File: config.mk
export PLATFORM = sky130hd
export DESIGN_NAME = bouncing_sprite_flat
export DESIGN_NICKNAME = d
export VERILOG_FILES = /design/src/rtl/vga_pkg.sv /design/src/rtl/bouncing_sprite_if.sv /design/src/rtl/bouncing_sprite_axis_bounce.sv /design/src/rtl/bouncing_sprite.sv /design/src/flat_wrapper.sv
export SDC_FILE = /design/constraint.sdc
export NUM_CORES = 1
export LEC_CHECK = 0
export ABC_CLOCK_PERIOD_IN_PS = 2200
export BUFFER_PORTS_ARGS = -buffer_cell sky130_fd_sc_hd__buf_2
export CORE_UTILIZATION = 50
export DETAILED_ROUTE_END_ITERATION = 7
export PLACE_DENSITY = 0.82
export SLEW_MARGIN = 40
export SYNTH_ARGS = -nofsm -noshare
export SYNTH_HDL_FRONTEND = slang
export SYNTH_SLANG_ARGS = --single-unit
File: constraint.sdc
create_clock -name i_Clk -period 2.2 [get_ports i_Clk]
set_input_delay 0.44 -clock i_Clk [delete_from_list [all_inputs] [get_ports i_Clk]]
set_output_delay 0.44 -clock i_Clk [all_outputs]
set_load 0.03 [all_outputs]
File: src/rtl/vga_pkg.sv
// Shared VGA constants and sprite state encoding for the bouncing-ball design.
package vga_pkg;

    localparam int VGA_H_VISIBLE = 640;
    localparam int VGA_H_TOTAL   = 800;
    localparam int VGA_V_VISIBLE = 480;
    localparam int VGA_V_TOTAL   = 525;

    typedef enum logic [1:0] {
        ST_SERVE = 2'd0,
        ST_RUN   = 2'd1,
        ST_PAUSE = 2'd2
    } state_t;

endpackage

File: src/rtl/bouncing_sprite_if.sv
// Raster strobes and control in, sprite position, hits and video out.
interface bouncing_sprite_if
    import vga_pkg::*;
#(
    parameter int XW = $clog2(VGA_H_VISIBLE),
    parameter int YW = $clog2(VGA_V_VISIBLE)
);
    logic          i_HBlank;
    logic          i_VBlank;
    logic          i_VReset;
    logic          i_Pause;
    logic          i_Serve;
    logic          o_Video;
    logic [XW-1:0] o_X;
    logic [YW-1:0] o_Y;
    logic          o_HitX;
    logic          o_HitY;
    logic [1:0]    o_State;

    modport master (
        output i_HBlank, i_VBlank, i_VReset, i_Pause, i_Serve,
        input  o_Video, o_X, o_Y, o_HitX, o_HitY, o_State
    );

    modport slave (
        input  i_HBlank, i_VBlank, i_VReset, i_Pause, i_Serve,
        output o_Video, o_X, o_Y, o_HitX, o_HitY, o_State
    );
endinterface

File: src/rtl/bouncing_sprite_axis_bounce.sv
// One axis of sprite motion: position, direction and a one-cycle hit pulse on
// reaching either edge of the [0, LIMIT-SIZE] range.
module axis_bounce #(
    parameter int LIMIT     = 640,
    parameter int SIZE      = 10,
    parameter int SPEED     = 1,
    parameter int START     = 0,
    parameter int START_DIR = 1,
    parameter int W         = $clog2(LIMIT)
) (
    input  logic         i_Clk,
    input  logic         i_Rst_n,
    input  logic         load,
    input  logic         step,
    output logic [W-1:0] pos,
    output logic         hit
);

    localparam logic [W:0]   MAX_POS   = (W+1)'(LIMIT - SIZE);
    localparam logic [W:0]   STEP_AMT  = (W+1)'(SPEED);
    localparam logic [W-1:0] START_POS = W'(START);
    localparam logic         START_D   = (START_DIR != 0);

    logic dir;

    // Returns {hit, dir, pos}; compares in W+1 bits so the far edge cannot wrap.
    function automatic logic [W+1:0] bounce(input logic [W:0] p, input logic d);
        logic [W:0] up;
        logic [W:0] dn;
        up = p + STEP_AMT;
        dn = p - STEP_AMT;
        if (d && (up >= MAX_POS))
            return {1'b1, 1'b0, MAX_POS[W-1:0]};
        else if (!d && (p <= STEP_AMT))
            return {1'b1, 1'b1, {W{1'b0}}};
        else if (d)
            return {1'b0, 1'b1, up[W-1:0]};
        else
            return {1'b0, 1'b0, dn[W-1:0]};
    endfunction

    always_ff @(posedge i_Clk) begin
        if (!i_Rst_n || load) begin
            pos <= START_POS;
            dir <= START_D;
            hit <= 1'b0;
        end else begin
            hit <= 1'b0;
            if (step)
                {hit, dir, pos} <= bounce({1'b0, pos}, dir);
        end
    end

endmodule

File: src/rtl/bouncing_sprite.sv
// Bouncing ball generator: raster counters, registered sprite video and a
// serve/run/pause controller that advances the sprite once per frame strobe.
module bouncing_sprite
    import vga_pkg::*;
#(
    parameter int H_VISIBLE    = VGA_H_VISIBLE,
    parameter int V_VISIBLE    = VGA_V_VISIBLE,
    parameter int BALL_W       = 10,
    parameter int BALL_H       = 10,
    parameter int START_X      = 315,
    parameter int START_Y      = 99,
    parameter int START_DIR_X  = 1,
    parameter int START_DIR_Y  = 1,
    parameter int SPEED_X      = 1,
    parameter int SPEED_Y      = 1,
    parameter int SERVE_FRAMES = 60
) (
    input logic i_Clk,
    input logic i_Rst_n,
    bouncing_sprite_if.slave bus
);

    localparam int XW = $clog2(H_VISIBLE);
    localparam int YW = $clog2(V_VISIBLE);
    localparam int CW = $clog2(SERVE_FRAMES + 1);
    localparam logic [CW-1:0] SERVE_LAST = CW'(SERVE_FRAMES - 1);

    logic [XW-1:0] col;
    logic [YW-1:0] row;
    logic          hb_p1;
    logic          video_p1;
    logic [XW-1:0] x;
    logic [YW-1:0] y;
    logic          hit_x;
    logic          hit_y;
    logic          move;
    logic          in_x;
    logic          in_y;
    state_t        state;
    logic [CW-1:0] serve_cnt;

    assign move = bus.i_VReset && !bus.i_Serve && (state == ST_RUN) && !bus.i_Pause;

    axis_bounce #(
        .LIMIT(H_VISIBLE), .SIZE(BALL_W), .SPEED(SPEED_X),
        .START(START_X), .START_DIR(START_DIR_X)
    ) u_axis_x (
        .i_Clk(i_Clk), .i_Rst_n(i_Rst_n), .load(bus.i_Serve),
        .step(move), .pos(x), .hit(hit_x)
    );

    axis_bounce #(
        .LIMIT(V_VISIBLE), .SIZE(BALL_H), .SPEED(SPEED_Y),
        .START(START_Y), .START_DIR(START_DIR_Y)
    ) u_axis_y (
        .i_Clk(i_Clk), .i_Rst_n(i_Rst_n), .load(bus.i_Serve),
        .step(move), .pos(y), .hit(hit_y)
    );

    assign in_x = ({1'b0, col} >= {1'b0, x}) &&
                  ({1'b0, col} <  ({1'b0, x} + (XW+1)'(BALL_W)));
    assign in_y = ({1'b0, row} >= {1'b0, y}) &&
                  ({1'b0, row} <  ({1'b0, y} + (YW+1)'(BALL_H)));

    // Stage p0 -> p1: counters describe the current pixel, video lands one cycle later.
    always_ff @(posedge i_Clk) begin
        if (!i_Rst_n) begin
            col      <= '0;
            row      <= '0;
            hb_p1    <= 1'b1;
            video_p1 <= 1'b0;
        end else begin
            col      <= bus.i_HBlank ? '0 : col + 1'b1;
            hb_p1    <= bus.i_HBlank;
            if (bus.i_VBlank)
                row <= '0;
            else if (bus.i_HBlank && !hb_p1)
                row <= row + 1'b1;
            video_p1 <= !bus.i_HBlank && !bus.i_VBlank && in_x && in_y;
        end
    end

    always_ff @(posedge i_Clk) begin
        if (!i_Rst_n || bus.i_Serve) begin
            state     <= ST_SERVE;
            serve_cnt <= '0;
        end else if (bus.i_VReset) begin
            case (state)
                ST_SERVE: begin
                    if (serve_cnt == SERVE_LAST) begin
                        state     <= ST_RUN;
                        serve_cnt <= '0;
                    end else begin
                        serve_cnt <= serve_cnt + 1'b1;
                    end
                end
                ST_RUN:   if (bus.i_Pause) state <= ST_PAUSE;
                ST_PAUSE: if (!bus.i_Pause) state <= ST_RUN;
                default:  state <= ST_SERVE;
            endcase
        end
    end

    assign bus.o_Video = video_p1;
    assign bus.o_X     = x;
    assign bus.o_Y     = y;
    assign bus.o_HitX  = hit_x;
    assign bus.o_HitY  = hit_y;
    assign bus.o_State = state;

endmodule

File: src/flat_wrapper.sv
// flat-port wrapper written by rule: the top's interface ports become plain ports
module bouncing_sprite_flat import vga_pkg::*;
#(
    parameter int H_VISIBLE    = VGA_H_VISIBLE,
    parameter int V_VISIBLE    = VGA_V_VISIBLE,
    parameter int BALL_W       = 10,
    parameter int BALL_H       = 10,
    parameter int START_X      = 315,
    parameter int START_Y      = 99,
    parameter int START_DIR_X  = 1,
    parameter int START_DIR_Y  = 1,
    parameter int SPEED_X      = 1,
    parameter int SPEED_Y      = 1,
    parameter int SERVE_FRAMES = 60
)
  (i_Clk, i_Rst_n, bus_i_HBlank, bus_i_VBlank, bus_i_VReset, bus_i_Pause, bus_i_Serve, bus_o_Video, bus_o_X, bus_o_Y, bus_o_HitX, bus_o_HitY, bus_o_State);
  bouncing_sprite_if bus_i ();
  input logic i_Clk;
  input logic i_Rst_n;
  input wire logic [$bits(bus_i.i_HBlank)-1:0] bus_i_HBlank;
  input wire logic [$bits(bus_i.i_VBlank)-1:0] bus_i_VBlank;
  input wire logic [$bits(bus_i.i_VReset)-1:0] bus_i_VReset;
  input wire logic [$bits(bus_i.i_Pause)-1:0] bus_i_Pause;
  input wire logic [$bits(bus_i.i_Serve)-1:0] bus_i_Serve;
  output wire logic [$bits(bus_i.o_Video)-1:0] bus_o_Video;
  output wire logic [$bits(bus_i.o_X)-1:0] bus_o_X;
  output wire logic [$bits(bus_i.o_Y)-1:0] bus_o_Y;
  output wire logic [$bits(bus_i.o_HitX)-1:0] bus_o_HitX;
  output wire logic [$bits(bus_i.o_HitY)-1:0] bus_o_HitY;
  output wire logic [$bits(bus_i.o_State)-1:0] bus_o_State;
  assign bus_i.i_HBlank = bus_i_HBlank;
  assign bus_i.i_VBlank = bus_i_VBlank;
  assign bus_i.i_VReset = bus_i_VReset;
  assign bus_i.i_Pause = bus_i_Pause;
  assign bus_i.i_Serve = bus_i_Serve;
  assign bus_o_Video = bus_i.o_Video;
  assign bus_o_X = bus_i.o_X;
  assign bus_o_Y = bus_i.o_Y;
  assign bus_o_HitX = bus_i.o_HitX;
  assign bus_o_HitY = bus_i.o_HitY;
  assign bus_o_State = bus_i.o_State;
  bouncing_sprite #(.H_VISIBLE(H_VISIBLE), .V_VISIBLE(V_VISIBLE), .BALL_W(BALL_W), .BALL_H(BALL_H), .START_X(START_X), .START_Y(START_Y), .START_DIR_X(START_DIR_X), .START_DIR_Y(START_DIR_Y), .SPEED_X(SPEED_X), .SPEED_Y(SPEED_Y), .SERVE_FRAMES(SERVE_FRAMES)) u_core (.i_Clk(i_Clk), .i_Rst_n(i_Rst_n), .bus(bus_i));
endmodule
* After elaboration in Yosys (flattened, before gate mapping)
Cells that the tools add are included.
** Storage, ports and cells
- Input bits :: 7
- Output and inout bits :: 24
- Register bits :: 52
- Logic and storage cells :: 76
** Operators by class
- Order comparisons :: 8
- Bitwise gates (word level) :: 2
- Multiplexer cells :: 11
- Equality and inequality tests :: 6
- Add/subtract/negate cells :: 9
- Reduce and logical (&&, ||, !) cells :: 28
** Operators by type and width (number)
- two-way mux 11 bit :: 3
- two-way mux 12 bit :: 2
- logical AND 1 bit :: 13
- adder 10 x 1 -> 11 bit (second input constant) :: 1
- adder 10 x 4 -> 11 bit (second input constant) :: 1
- greater-or-equal comparator 11 x 10 -> 1 bit (second input constant) :: 1
- less-than comparator 10 x 11 -> 1 bit :: 1
- adder 10 x 1 -> 10 bit (second input constant) :: 1
- adder 9 x 1 -> 10 bit (second input constant) :: 1
- adder 9 x 4 -> 10 bit (second input constant) :: 1
- greater-or-equal comparator 10 bit :: 1
- greater-or-equal comparator 10 x 9 -> 1 bit (second input constant) :: 1
- <= comparator 10 x 1 -> 1 bit (second input constant) :: 1
- less-than comparator 9 x 10 -> 1 bit :: 1
- two-way mux 10 bit :: 1
- subtractor 10 x 1 -> 10 bit (second input constant) :: 1
- adder 9 x 1 -> 9 bit (second input constant) :: 1
- greater-or-equal comparator 9 bit :: 1
- <= comparator 9 x 1 -> 1 bit (second input constant) :: 1
- subtractor 9 x 1 -> 9 bit (second input constant) :: 1
- zero test 1 bit :: 8
- adder 6 x 1 -> 6 bit (second input constant) :: 1
- == test 6 bit (second input constant) :: 1
- two-way mux 2 bit :: 3
- 12 further kinds :: 16

* Longest topological paths before layout
- Depth after elaboration :: 6
- Gate-level depth with buffers :: 11
- Mapped depth without buffers :: 10

* Modules after synthesis
A second synthesis with hierarchy kept.
** Unflattened totals
- Cell total of the unflattened synthesis :: 529
- Area total of the unflattened synthesis :: 4214.0 sq um
** Modules (own cells, without submodules)
- bouncing_sprite :: area each 2260.9 sq um, sequential area each 580.6 sq um, times used 1, cells each 270
- axis_bounce (u_core.u_axis_x) :: area each 1051.0 sq um, sequential area each 240.2 sq um, times used 1, cells each 142
- axis_bounce (u_core.u_axis_y) :: area each 902.1 sq um, sequential area each 220.2 sq um, times used 1, cells each 117

* Least setup slack after synthesis
Ideal clock, no wire load.
- Kind :: flip-flop to flip-flop
- Start point :: register u_core.u_axis_x.pos[2]
- End point :: register u_core.video_p1, in the netlist u_core.bus.o_Video
- Path buffers :: 0
- Required time :: 2.108 ns
- Slack :: -0.366 ns
- Data arrival time :: 2.474 ns
- Library setup time :: 0.092 ns
- Cell stages (with the launch flop) :: 10
- Period minus slack after synthesis :: 2.566 ns
- Cell sequence :: dfxtp_1 ha_1 o21ai_0 xnor2_1 ha_1 a21o_1 a211oi_1 a21oi_1 o31a_1 nor4_1
** On the way
- Word-level cells in the longest chain between the ends :: 5
- Elaborated cells on any way between the ends :: 6
- Those cells by class :: add/sub (1); order compare (2); reduce/logical (3)
** RTL lines
- start, declared :: RTL line bouncing_sprite_axis_bounce.sv:15 : output logic [W-1:0] pos,
- start signal, assigned :: RTL line bouncing_sprite_axis_bounce.sv:50 : {hit, dir, pos} <= bounce({1'b0, pos}, dir);
- adder 10 x 4 -> 11 bit :: RTL line bouncing_sprite.sv:61 : ({1'b0, col} < ({1'b0, x} + (XW+1)'(BALL_W)));
- less-than comparator 10 x 11 -> 1 bit :: RTL line bouncing_sprite.sv:61
- logical AND 1 bit * :: RTL line bouncing_sprite.sv:60 : assign in_x = ({1'b0, col} >= {1'b0, x}) &&
- logical AND 1 bit * (2 in series) :: RTL line bouncing_sprite.sv:79 : video_p1 <= !bus.i_HBlank && !bus.i_VBlank && in_x && in_y;
- end signal, assigned :: RTL line bouncing_sprite.sv:79
- end, declared :: RTL line bouncing_sprite.sv:31 : logic video_p1;
Every way passes the cells marked *; elsewhere a longest branch is shown, timed or not.
A chain may end at the register's enable or synchronous reset.

* Final worst setup path
- Start point :: register u_core.u_axis_x.pos[1]
- End point :: register u_core.u_axis_x.pos[8]
** On the way
- Word-level cells in the longest chain between the ends :: 4
- Elaborated cells on any way between the ends :: 9
- Those cells by class :: add/sub (2); order compare (2); mux (3); reduce/logical (2)
** RTL lines
- adder 10 x 1 -> 11 bit, or another cell as far along :: RTL line bouncing_sprite_axis_bounce.sv:30 : up = p + STEP_AMT;
- greater-or-equal comparator 11 x 10 -> 1 bit, or another cell as far along :: RTL line bouncing_sprite_axis_bounce.sv:32 : if (d && (up >= MAX_POS))
- logical AND 1 bit / two-way mux 12 bit (equally long branches) :: RTL line bouncing_sprite_axis_bounce.sv:32, bouncing_sprite_axis_bounce.sv:34
- two-way mux 12 bit * :: RTL line bouncing_sprite_axis_bounce.sv:32
Marked as above.

==> parameters.txt <==
Parameter                              Value

Route
  Number of design-rule violations left by the first detailed-router iteration    279
  Average wire per cell in the routed design    16.8 µm
  Final wirelength    11.8 mm
  Final ANT Viol Nets    0
  Routed length on met2    5.38 mm
  Via density per instance    6.02
  Detailed-routing iteration count for the pre-antenna-repair pass    5
  DRC viols    0
  Count of vias placed by the detailed router    4231
  Top routing layer used    met4
  Met1 Routed Length    5.12 mm
  Routed met3 length    1.00 mm

Synthesis
  Post-synthesis instance area    0.00411 mm²
  Yosys warning count    0
  Fraction of registers with async set/reset    0%
  Net count after synthesis    587
  Mean instance size in the synthesized netlist    7.81 µm²
  Cell type contributing the most total cell area after synthesis    sky130_fd_sc_hd__dfxtp_1
  Flip-flop and latch count after synthesis    52
  Number of enable-type register cells in the synthesized netlist    0
  Ranking of synthesized cells by instance count    sky130_fd_sc_hd__ha_1 (53), sky130_fd_sc_hd__dfxtp_1 (52), sky130_fd_sc_hd__nor2_1 (51)
  Dominant register cell in the synthesized netlist    sky130_fd_sc_hd__dfxtp_1
  Cell types occupying the most area after synthesis    sky130_fd_sc_hd__dfxtp_1 (25%), sky130_fd_sc_hd__ha_1 (16%), sky130_fd_sc_hd__a21oi_1 (5.0%), sky130_fd_sc_hd__nor2_1 (4.7%), sky130_fd_sc_hd__xnor2_1 (4.5%)
  Portion of the post-synthesis area used by sequential elements    25.3%
  Most instantiated library cell after synthesis    sky130_fd_sc_hd__ha_1
  Post-synthesis instance total    527
  Number of distinct library cells after synthesis    57
  Synth top area share    25.3%

Power
  Total internal power    0.00119 W
  Total power density per cell area    312 mW/mm²
  Maximum vdd ir drop    252 µV
  P_sw    0.000383 W
  Net switching share of the total power    24.4%
  Portion of total power attributed to combinational logic    3.7%
  Fraction of power consumed by the clock network    36.3%
  Static leakage power    2.18 nW
  Share of total power in sequential cells    60.0%

STA
  Unrepaired setup endpoints after global routing    true
  Number of pins exceeding their max-slew limit in the final report    0
  Slew @ Worst Pin    0.531 ns
  # setup viols final    0
  Max Freq    0.460 GHz
  Clock tree skew after final layout    0.0165 ns
  Sum Neg Setup Slack    0 ns
  Final number of hold-violating endpoints    0
  Post-route fraction of the period consumed by the critical path    98.9%
  Time the worst path needs with I/O delays and setup    2.18 ns
  Worst slew margin relative to its limit    64.6%

Clock network
  CTS tree    built
  Hold Buf Count CTS    0
  CTS H-Tree Depth    2
  Insertion delay of the later-clocked pin in the worst-skew pair    0.32 ns
  CTS Root Buffer Type    sky130_fd_sc_hd__clkbuf_8
  Clock slew at reported path FFs    0.11 ns
  TritonCTS Buffers    5
  Number of clock sinks seen by CTS    52
  Number of buffers on the longest clock path    2

Global routing
  Number of global-route vias before repair    4035
  Number of antenna violations at the first check in global routing    0
  Tot GR Track Use    28.5%
  First-pass GRT wire length    19.5 mm
  Largest net degree at the start of global routing    18
  Total global routing overflow    0

Floorplan
  Placeable core area    0.00785 mm²
  Number of top-level pins    31
  Placement Rows    32
  Die height    92.7 µm
  Die boundary width    92.7 µm
  Total Die Area    0.00859 mm²
  Effective utilization at floorplan    52.4%

Place
  Placed cell area    0.00475 mm²
  Final RePlAce weighted congestion    0.988
  Sum of net half-perimeters after detailed placement    8.93 mm
  Total of buffers placed on input and output ports    30
  Total placed cells including tap cells    689

Setup path
  Crit path capture type    flip-flop
  Cell type with the highest occurrence count on the critical path    sky130_fd_sc_hd__nand2_1
  CP Launch Type    flip-flop
  Worst setup path category    reg2reg
  Worst-path maximum fanout    5
  Library cell contributing the largest single delay on the critical path    sky130_fd_sc_hd__o41ai_4
  Largest stage delay on the critical path    0.47 ns
  Arrival time reported for the critical path endpoint    2.42 ns
  Chain of cells forming the critical path    ha_2, buf_4, nand2_1, nor4_1, o211a_1, o41ai_4, nand2_1, o31ai_1, o21bai_1
  CP required    2.45 ns

Layout
  Final std cells w/o fill    703
  Layout fillers    679
  Final antenna diode count    0
  Utilization of the core after routing    64.1%
  Share of cells above drive strength 1    25.3%
  Final-stage net count    660
  Post-synthesis to final-layout area growth    22.3%
  Final cell area excluding filler cells    0.00503 mm²

Worst hold path
  Worst min-delay path class    in2reg

Job
  Count of max-cap constraint violations    0

Status
  Run status    completed
-- state kept, by name, indices dropped and copies added (netlist names) --
signal / flops
u_core.bus.o_State: 2
u_core.bus.o_Video: 1
u_core.col: 10
u_core.hb_p1: 1
u_core.row: 9
u_core.serve_cnt: 6
u_core.u_axis_x.dir: 1
u_core.u_axis_x.hit: 1
u_core.u_axis_x.pos: 10
u_core.u_axis_y.dir: 1
u_core.u_axis_y.hit: 1
u_core.u_axis_y.pos: 9
-- cells by family (layout without fill, tap and decap cells) --
family / Yosys count / in the layout / share of synthesized area [%]
AO/OA/AOI/OAI: 138 / 138 / 21.6
XOR/XNOR: 36 / 36 / 7.66
AND/OR/NAND/NOR: 185 / 185 / 22.4
adder cells (fa/ha/maj): 53 / 53 / 16.1
buffers and inverters: 57 / 131 / 5.50
multiplexers: 6 / 6 / 1.49
flip-flops: 52 / 52 / 25.3
-- cell usage in the layout (no fill, tap or decap), types with 3 or more instances in the layout --
master,netlist,layout
sky130_fd_sc_hd__a211oi_1,5,4
sky130_fd_sc_hd__a21oi_1,41,39
sky130_fd_sc_hd__a31oi_1,9,8
sky130_fd_sc_hd__and3_1,10,10
sky130_fd_sc_hd__buf_2,4,30
sky130_fd_sc_hd__buf_4,0,59
sky130_fd_sc_hd__clkbuf_8,0,5
sky130_fd_sc_hd__dfxtp_1,52,38
sky130_fd_sc_hd__dfxtp_2,0,8
sky130_fd_sc_hd__dfxtp_4,0,6
sky130_fd_sc_hd__ha_1,53,47
sky130_fd_sc_hd__ha_2,0,4
sky130_fd_sc_hd__inv_1,33,31
sky130_fd_sc_hd__mux2i_1,5,5
sky130_fd_sc_hd__nand2_1,42,42
sky130_fd_sc_hd__nand2b_1,11,11
sky130_fd_sc_hd__nand3_1,12,12
sky130_fd_sc_hd__nand3b_1,3,3
sky130_fd_sc_hd__nand4_1,8,8
sky130_fd_sc_hd__nor2_1,51,47
sky130_fd_sc_hd__nor2_2,1,4
sky130_fd_sc_hd__nor2b_1,5,5
sky130_fd_sc_hd__nor3_1,17,16
sky130_fd_sc_hd__nor4_1,6,4
sky130_fd_sc_hd__o211a_1,3,3
sky130_fd_sc_hd__o211ai_1,5,5
sky130_fd_sc_hd__o21a_1,5,5
sky130_fd_sc_hd__o21ai_0,36,31
sky130_fd_sc_hd__o21ai_1,0,4
sky130_fd_sc_hd__o31a_1,3,3
sky130_fd_sc_hd__o31ai_1,6,6
sky130_fd_sc_hd__or2_2,3,3
sky130_fd_sc_hd__or3_1,6,6
sky130_fd_sc_hd__xnor2_1,21,19
sky130_fd_sc_hd__xor2_1,15,15
-- power groups by stage --
stage | combinational [W] | sequential (W) | clock, W
after floorplan | 0.0000336 | 0.000965 | 0
after global placement | 0.0000531 | 0.000966 | 0
after detailed placement | 0.0000564 | 0.000966 | 0
after CTS | 0.0000570 | 0.000943 | 0.000576
after global routing | 0.0000644 | 0.000943 | 0.000612
final | 0.0000578 | 0.000941 | 0.000570
-- critical path: cells and delay by family (launching register included) --
kind,cells,cell delay (ns)
compound gates,4,1.09
simple gates,3,0.26
buf+inv,1,0.15
fa+ha+maj,1,0.22
flops,1,0.39
-- cell type report --
type                    instances  area (µm²)  share of cell area [%]
inverters                      33         126                    2.51
multi-input cells             418        3000                    59.7
clock inverters                 2        13.8                   0.274
well taps                     102         128                    2.54
repair buffers                 90         613                    12.2
clock buffers                   6        72.6                    1.44
flip-flops and latches         52        1070                    21.3
-- layer usage --
layer,vias to the layer above,track usage (%)
li1,2035,-
met1,1953,38.2
met2,206,46.0
met3,37,4.93
met4,0,9.74
met5,-,0
-- final timing paths --
path                                            start  depth (start not counted)                                   to  slack, ns
hold / removal                            bus_i_Serve                          2  u_core.u_axis_y.pos[5]$_SDFFE_PP1P_       0.37
setup / recovery  u_core.u_axis_x.pos[1]$_SDFFE_PP1P_                          9  u_core.u_axis_x.pos[8]$_SDFFE_PP1P_       0.02
setup reg to reg  u_core.u_axis_x.pos[1]$_SDFFE_PP1P_                          9  u_core.u_axis_x.pos[8]$_SDFFE_PP1P_       0.02
hold reg to reg              u_core.col[0]$_SDFF_PP0_                          1             u_core.col[0]$_SDFF_PP0_       0.47
-- metrics by stage --
step           hold slack, ns  total power (W)  setup WS (ns)
6_report                0.370          0.00157         0.0241
3_5_place_dp            0.456          0.00102         -0.142
2_1_floorplan           0.426         0.000999        -0.0362
5_1_grt                 0.392          0.00162        -0.0712
3_3_place_gp            0.438          0.00102        0.00914
4_1_cts                 0.360          0.00158       0.000924
-- repair_timing --
| action | CTS | global route |
|---|---|---|
| hold endpoints to repair | 0 | 0 |
| endpoints found under the setup margin | 6 | 20 |
| pin swaps | 4 | 16 |
| buffers inserted | 1 | 5 |
| resized for setup | 9 | 33 |
Note: power is estimated with default switching activity, not from simulation.
